==> src/rtl/uart_pkg.sv <==
// Shared UART definitions: line-format codes, oversampling ratio and the
// receiver state encoding used by uart_rx and its helpers.
package uart_pkg;

  localparam int PARITY_NONE = 0;
  localparam int PARITY_ODD  = 1;
  localparam int PARITY_EVEN = 2;

  localparam int STOP_1   = 1;
  localparam int STOP_2   = 2;
  localparam int STOP_1P5 = 3;

  localparam int OVERSAMPLE = 16;

  typedef enum logic [2:0] {
    RX_IDLE   = 3'd0,
    RX_START  = 3'd1,
    RX_DATA   = 3'd2,
    RX_PARITY = 3'd3,
    RX_STOP   = 3'd4,
    RX_DONE   = 3'd5
  } rx_state_e;

endpackage

==> src/rtl/uart_rx_tick_gen.sv <==
// 16x-baud tick generator; held at phase zero while clear is high so the
// first tick after release is aligned to the detected start edge.
module uart_rx_tick_gen
  import uart_pkg::*;
#(
  parameter int CLK_FREQ  = 50_000_000,
  parameter int BAUD_RATE = 9600
) (
  input  logic clk,
  input  logic rst,
  input  logic clear,
  output logic tick
);

  localparam int DIV_RAW = CLK_FREQ / (BAUD_RATE * OVERSAMPLE);
  localparam int DIV     = (DIV_RAW < 1) ? 1 : DIV_RAW;
  localparam int CW      = (DIV > 1) ? $clog2(DIV) : 1;
  localparam logic [CW-1:0] LAST = CW'(DIV - 1);

  logic [CW-1:0] cnt;

  always_ff @(posedge clk or negedge rst) begin
    if (!rst) begin
      cnt <= '0;
    end else if (clear || cnt == LAST) begin
      cnt <= '0;
    end else begin
      cnt <= cnt + 1'b1;
    end
  end

  assign tick = !clear && (cnt == LAST);

endmodule

==> src/rtl/uart_rx.sv <==
// UART receiver: 16x oversampling, mid-bit sampling LSB first, optional
// parity and first-stop-bit check, one-clock valid strobe with held flags.
module uart_rx
  import uart_pkg::*;
#(
  parameter int CLK_FREQ   = 50_000_000,
  parameter int BAUD_RATE  = 9600,
  parameter int PARITY_BIT = 0,
  parameter int DATA_LEN   = 8,
  parameter int STOP_BIT   = 1
) (
  input  logic                clk,
  input  logic                rst,
  input  logic                rx,
  output logic [DATA_LEN-1:0] data,
  output logic                data_valid,
  output logic                parity_err,
  output logic                frame_err,
  output logic                rx_busy
);

  if (DATA_LEN < 5 || DATA_LEN > 9) begin : g_bad_len
    $error("uart_rx: DATA_LEN must be in 5..9");
  end
  if (STOP_BIT < STOP_1 || STOP_BIT > STOP_1P5) begin : g_bad_stop
    $error("uart_rx: STOP_BIT must be 1, 2 or 3");
  end

  localparam int BCW = $clog2(DATA_LEN);
  localparam logic [BCW-1:0] LAST_BIT  = BCW'(DATA_LEN - 1);
  localparam logic [3:0]     MID_START = 4'(OVERSAMPLE / 2 - 1);
  localparam logic [3:0]     MID_BIT   = 4'(OVERSAMPLE - 1);

  rx_state_e           state, state_next;
  logic                rx_m, rx_s;
  logic [1:0]          sync_fill;
  logic                armed;
  logic                tick, mid_bit, parity_expected;
  logic [3:0]          scnt;
  logic [BCW-1:0]      bit_cnt;
  logic [DATA_LEN-1:0] shift;
  logic                perr_int, ferr_int;

  // sync_fill marks when the preset synchroniser contents have been flushed,
  // so a line held low through reset is never mistaken for a start edge.
  always_ff @(posedge clk or negedge rst) begin
    if (!rst) begin
      rx_m      <= 1'b1;
      rx_s      <= 1'b1;
      sync_fill <= 2'b00;
    end else begin
      rx_m      <= rx;
      rx_s      <= rx_m;
      sync_fill <= {sync_fill[0], 1'b1};
    end
  end

  uart_rx_tick_gen #(
    .CLK_FREQ  (CLK_FREQ),
    .BAUD_RATE (BAUD_RATE)
  ) u_tick (
    .clk   (clk),
    .rst   (rst),
    .clear (state == RX_IDLE),
    .tick  (tick)
  );

  assign mid_bit = tick && (scnt == ((state == RX_START) ? MID_START : MID_BIT));
  assign parity_expected = (PARITY_BIT == PARITY_ODD) ? ~^shift : ^shift;
  assign rx_busy = (state != RX_IDLE);

  always_ff @(posedge clk or negedge rst) begin
    if (!rst) state <= RX_IDLE;
    else      state <= state_next;
  end

  always_comb begin
    state_next = state;
    case (state)
      RX_IDLE:   if (armed && !rx_s) state_next = RX_START;
      RX_START:  if (mid_bit) state_next = rx_s ? RX_IDLE : RX_DATA;
      RX_DATA:   if (mid_bit && bit_cnt == LAST_BIT)
                   state_next = (PARITY_BIT != PARITY_NONE) ? RX_PARITY : RX_STOP;
      RX_PARITY: if (mid_bit) state_next = RX_STOP;
      RX_STOP:   if (mid_bit) state_next = RX_DONE;
      RX_DONE:   state_next = RX_IDLE;
      default:   state_next = RX_IDLE;
    endcase
  end

  // The 4-bit tick counter wraps 15->0 on its own between data/parity/stop bits.
  always_ff @(posedge clk or negedge rst) begin
    if (!rst) begin
      scnt       <= '0;
      bit_cnt    <= '0;
      armed      <= 1'b0;
      perr_int   <= 1'b0;
      ferr_int   <= 1'b0;
      data       <= '0;
      data_valid <= 1'b0;
      parity_err <= 1'b0;
      frame_err  <= 1'b0;
    end else begin
      armed      <= (state == RX_IDLE) && (armed || (sync_fill[1] && rx_s));
      data_valid <= 1'b0;
      case (state)
        RX_IDLE: begin
          scnt     <= '0;
          bit_cnt  <= '0;
          perr_int <= 1'b0;
          ferr_int <= 1'b0;
        end
        RX_START:  if (tick) scnt <= mid_bit ? 4'd0 : scnt + 4'd1;
        RX_DATA: begin
          if (tick)    scnt    <= scnt + 4'd1;
          if (mid_bit) bit_cnt <= bit_cnt + 1'b1;
        end
        RX_PARITY: begin
          if (tick)    scnt     <= scnt + 4'd1;
          if (mid_bit) perr_int <= (rx_s != parity_expected);
        end
        RX_STOP: begin
          if (tick)    scnt     <= scnt + 4'd1;
          if (mid_bit) ferr_int <= ~rx_s;
        end
        RX_DONE: begin
          data       <= shift;
          parity_err <= perr_int;
          frame_err  <= ferr_int;
          data_valid <= 1'b1;
        end
        default: ;
      endcase
    end
  end

  always_ff @(posedge clk) begin
    if (state == RX_DATA && mid_bit) shift <= {rx_s, shift[DATA_LEN-1:1]};
  end

endmodule

==> config.mk <==
export PLATFORM = sky130hd
export DESIGN_NAME = uart_rx
export DESIGN_NICKNAME = d
export VERILOG_FILES = /design/src/rtl/uart_pkg.sv /design/src/rtl/uart_rx_tick_gen.sv /design/src/rtl/uart_rx.sv
export SDC_FILE = /design/constraint.sdc
export NUM_CORES = 1
export LEC_CHECK = 0
export ABC_AREA = 0
export BUFFER_PORTS_ARGS = -buffer_cell sky130_fd_sc_hd__buf_2
export CELL_PAD_IN_SITES_DETAIL_PLACEMENT = 1
export CELL_PAD_IN_SITES_GLOBAL_PLACEMENT = 2
export CORE_ASPECT_RATIO = 0.5
export CORE_UTILIZATION = 35
export DETAILED_ROUTE_END_ITERATION = 6
export PLACE_DENSITY_LB_ADDON = 0.08
export SYNTH_ARGS = -nofsm -noshare
export SYNTH_HDL_FRONTEND = slang
export SYNTH_SLANG_ARGS = --single-unit
==> constraint.sdc <==
create_clock -name clk -period 7.01 [get_ports clk]
set_input_delay 0.701 -clock clk [delete_from_list [all_inputs] [get_ports clk]]
set_output_delay 0.701 -clock clk [all_outputs]
set_load 0.1 [all_outputs]
==> metrics.md <==
| Metric | Value |
|---|---|
| Setup bufs post-CTS | 0 |
| Post-Syn Nets | 182 |
| MaxCap Viol Count | 0 |
| Post-synth top flop | dfrtp_1 |
| Routed wire length | 3950 um |
| Drc violations | 0 |
| Cell variety after synth | 44 |
| Starting DRT DRC Count | 37 |
| I/O pins | 15 |
| H-Tree Depth | 2 |
| Leak | 1.12 nW |
| Vias post-DR | 1,361 |
| First-pass GRT wire length | 6730 um |
| Worst r2r path cells | 4 |
| FP Rows | 19 |
| Die Y | 56.0 um |
| Slew headroom | 30.0% |
| Num CTS Buffers | 5 |
| CTS Hold Bufs | 0 |
| DR WL/cell | 15.0 um |
| Congestion Overflow GR | 0 |
| Crit path capture | rx_busy |
| CTS tree | done |
| R2R setup slack | 4.48 ns |
| GPL Wtd Cong | 0.744 |
| Worst R2R Start | state[2]$_DFFE_PN0P_ |
| CTS Sinks | 45 |
| Syn_area_per_cell | 11.7 sq um |
| ANT nets after route | 0 |
| First-pass iteration count of the detailed router | 4 |
| Synth Cell Area | 2040 sq um |
| Skew final | 0.00248 ns |
| Sequential-to-total area share from yosys stat | 57.3% |
| HPWL reported at the end of detailed placement | 2610 um |
| Top cell type's share of synthesized area | 42.9% |
| Layout cells sized above 1 | 18.8% |
| Initial antenna violation count | 0 |
| Busiest grt layer | met2 |
| Layout net count | 198 |
| Required @ worst endpoint | 6.31 ns |
| Post-synth EDFFs | 8 |
| Final setup viols | 0 |
| Setup tns final | 0 ns |
| Diode count | 0 |
| Ys async rst share | 82.2% |
| Fillers | 602 |
| Setup CP Type | flip-flop to primary output |
| Footprint of the multi-input gates | 818 sq um |
| Worst setup startpoint | state[2]$_DFFE_PN0P_ |
| CTS clk-pin slew, worst paths | 0.06 ns |
| Port Buf Inserts | 14 |
| Crit. End Element | primary output |
| Hold Fails Final Rpt | 0 |
| Fin crit period | 2.62 ns |
| CP max FO | 16 |
| Synth-to-Final Area Change | 15.6% |
| Post-CTS sizing | 0 |
| CORE AREA | 5540 sq um |
| Max VDD drop | 0.166 mV |
| FF/Latch Area | 1170 sq um |
| Vias in the first global route | 1,314 |
| Total track usage | 15.1% |
| Arrival @ worst endpoint | 1.92 ns |
| Clk_lat worst skew | 0.29 ns |
| Global Route met2 Usage | 21.6% |
| PwrDens | 295 nW/um^2 |
| RSZ-0062 raised after global routing | false |
| Outcome | finished, final reports clean |
| FMAX | 0.381 GHz |
| Area contributors post-synth | dfrtp_1 (43%), edfxtp_1 (12%), mux2_2 (4.4%), nand2_1 (3.1%), ha_1 (3.1%) |
| Width of the die | 110 um |
| Yosys reg bits | 45 |
| Initial Util | 36.8% |
| Met1 Usage GRT | 20.2% |
| Largest area contributor in the netlist | dfrtp_1 |
| Critical path launch point type | flip-flop |
| M3 GR Usage | 5.97% |
| Vias/cell | 5.16 |
| Deepest clock path buffer count | 2 |
| RR Endpoint | shift[1]$_DFFE_PP_ |
| Yosys warnings | 0 |
| Crit share post-route | 37.4% |
| Hold Crit Class | flip-flop to flip-flop |
| Synth Instances | 174 |
| Worst hold margin | 0.355 ns |
| Largest net degree at the start of global routing | 38 |
| Die area | 6150 sq um |
| Actual slew at the worst max-slew pin | 1.04 ns |
| CTS root buf | clkbuf_16 |
| Final-report max-slew violation count | 0 |
==> placed cells by master (no fill, tap or decap), types with 2 or more instances in the layout <==
| cell type | count |
|---|---|
| clkbuf_16 | 5 |
| dfstp_2 | 2 |
| o211ai_1 | 2 |
| a221oi_1 | 2 |
| nor2b_1 | 2 |
| a221o_1 | 3 |
| xor2_1 | 6 |
| buf_2 | 14 |
| and4bb_1 | 2 |
| nor2_1 | 14 |
| dfrtp_1 | 35 |
| nand4_1 | 2 |
| a21o_1 | 3 |
| or3_1 | 2 |
| or2_2 | 2 |
| nand3_1 | 7 |
| mux2_2 | 8 |
| and3_1 | 5 |
| inv_1 | 7 |
| edfxtp_1 | 8 |
| nor3_1 | 3 |
| nand3b_1 | 2 |
| a21oi_1 | 2 |
| ha_1 | 5 |
| o21ai_0 | 3 |
| xnor2_1 | 7 |
| nand2_1 | 17 |
==> layout make-up <==
class,instances,share of cell area [%]
sequential,45,49.5
multi-input combinational,116,34.7
clock buffer,6,5.89
tap,73,3.87
timing repair buffer,15,3.29
clock inverter,2,1.59
inverter,7,1.11
==> worst min path at each step <==
stage / from / to / slack [ns] / cells after the start
after global placement: sync_fill[0]$_DFF_PN0_ / sync_fill[1]$_DFF_PN0_ / 0.33 / 0
after CTS: rx_m$_DFF_PN1_ / rx_s$_DFF_PN1_ / 0.36 / 0
final: rx_m$_DFF_PN1_ / rx_s$_DFF_PN1_ / 0.35 / 0
after floorplan: sync_fill[0]$_DFF_PN0_ / sync_fill[1]$_DFF_PN0_ / 0.33 / 0
after global routing: rx_m$_DFF_PN1_ / rx_s$_DFF_PN1_ / 0.36 / 0
after detailed placement: rx_m$_DFF_PN1_ / rx_s$_DFF_PN1_ / 0.35 / 0
==> synthesized netlist by cell type, drive strengths merged (3+ instances only) <==
cell type and count:
a21o 3, a221o 3, and3 5, buf 3, clkbuf 3, dfrtp 35
edfxtp 8, ha 5, inv 7, mux2 8, nand2 17, nand3 7
nor2 14, nor3 3, o21ai 4, xnor2 7, xor2 6
==> metrics by stage <==
stage          cells  power, mW  area [sq um]  util, %  setup WS [ns]
2_1_floorplan    174      0.395          2040        -           4.77
4_1_cts          264      0.708          2360     42.6           4.39
3_5_place_dp     256      0.427          2180     39.4           4.48
3_3_place_gp     256      0.428          2180     39.4           4.54
6_report         264      0.697          2360     42.6           4.39
5_1_grt          264      0.734          2360     42.6           4.21
==> critical path, cell delays in order, from the launching register on <==
cell and delay, ns:
dfrtp_1 0.66, inv_1 0.23, nand2_1 0.26, buf_2 0.48
==> cells by family (layout without fill, tap and decap cells) <==
logic type      count (synthesis)  in the layout  synth area share, %
simple gates                   62             62                 16.1
flops                          45             45                 57.3
compound gates                 24             24                 8.71
xor+xnor                       14             14                 6.69
buf+inv                        13             30                 2.58
mux                             9              9                 4.91
fa+ha+maj                       6              6                 3.56
other cells                     1              1                0.184
==> power breakdown <==
part           internal (mW)  total (mW)  switching [mW]
clock network          0.178       0.275          0.0969
registers              0.282       0.305          0.0237
logic                 0.0376       0.117          0.0790
total                  0.497       0.697           0.200
==> flip-flops by register name (all words and copies together) (netlist names), 2 cells and up <==
register and cells:
scnt 4, data 8, state 3, u_tick.cnt 9
shift 8, bit_cnt 3, sync_fill 2
==> per-layer routing <==
layer,vias up,share of wire [%],wire length [um]
met1,686,51,2030
li1,647,-,-
met2,20,43,1680
met3,8,4.3,170
met4,0,1.8,70
met5,-,0,0
Note: power is estimated with default switching activity, not from simulation.
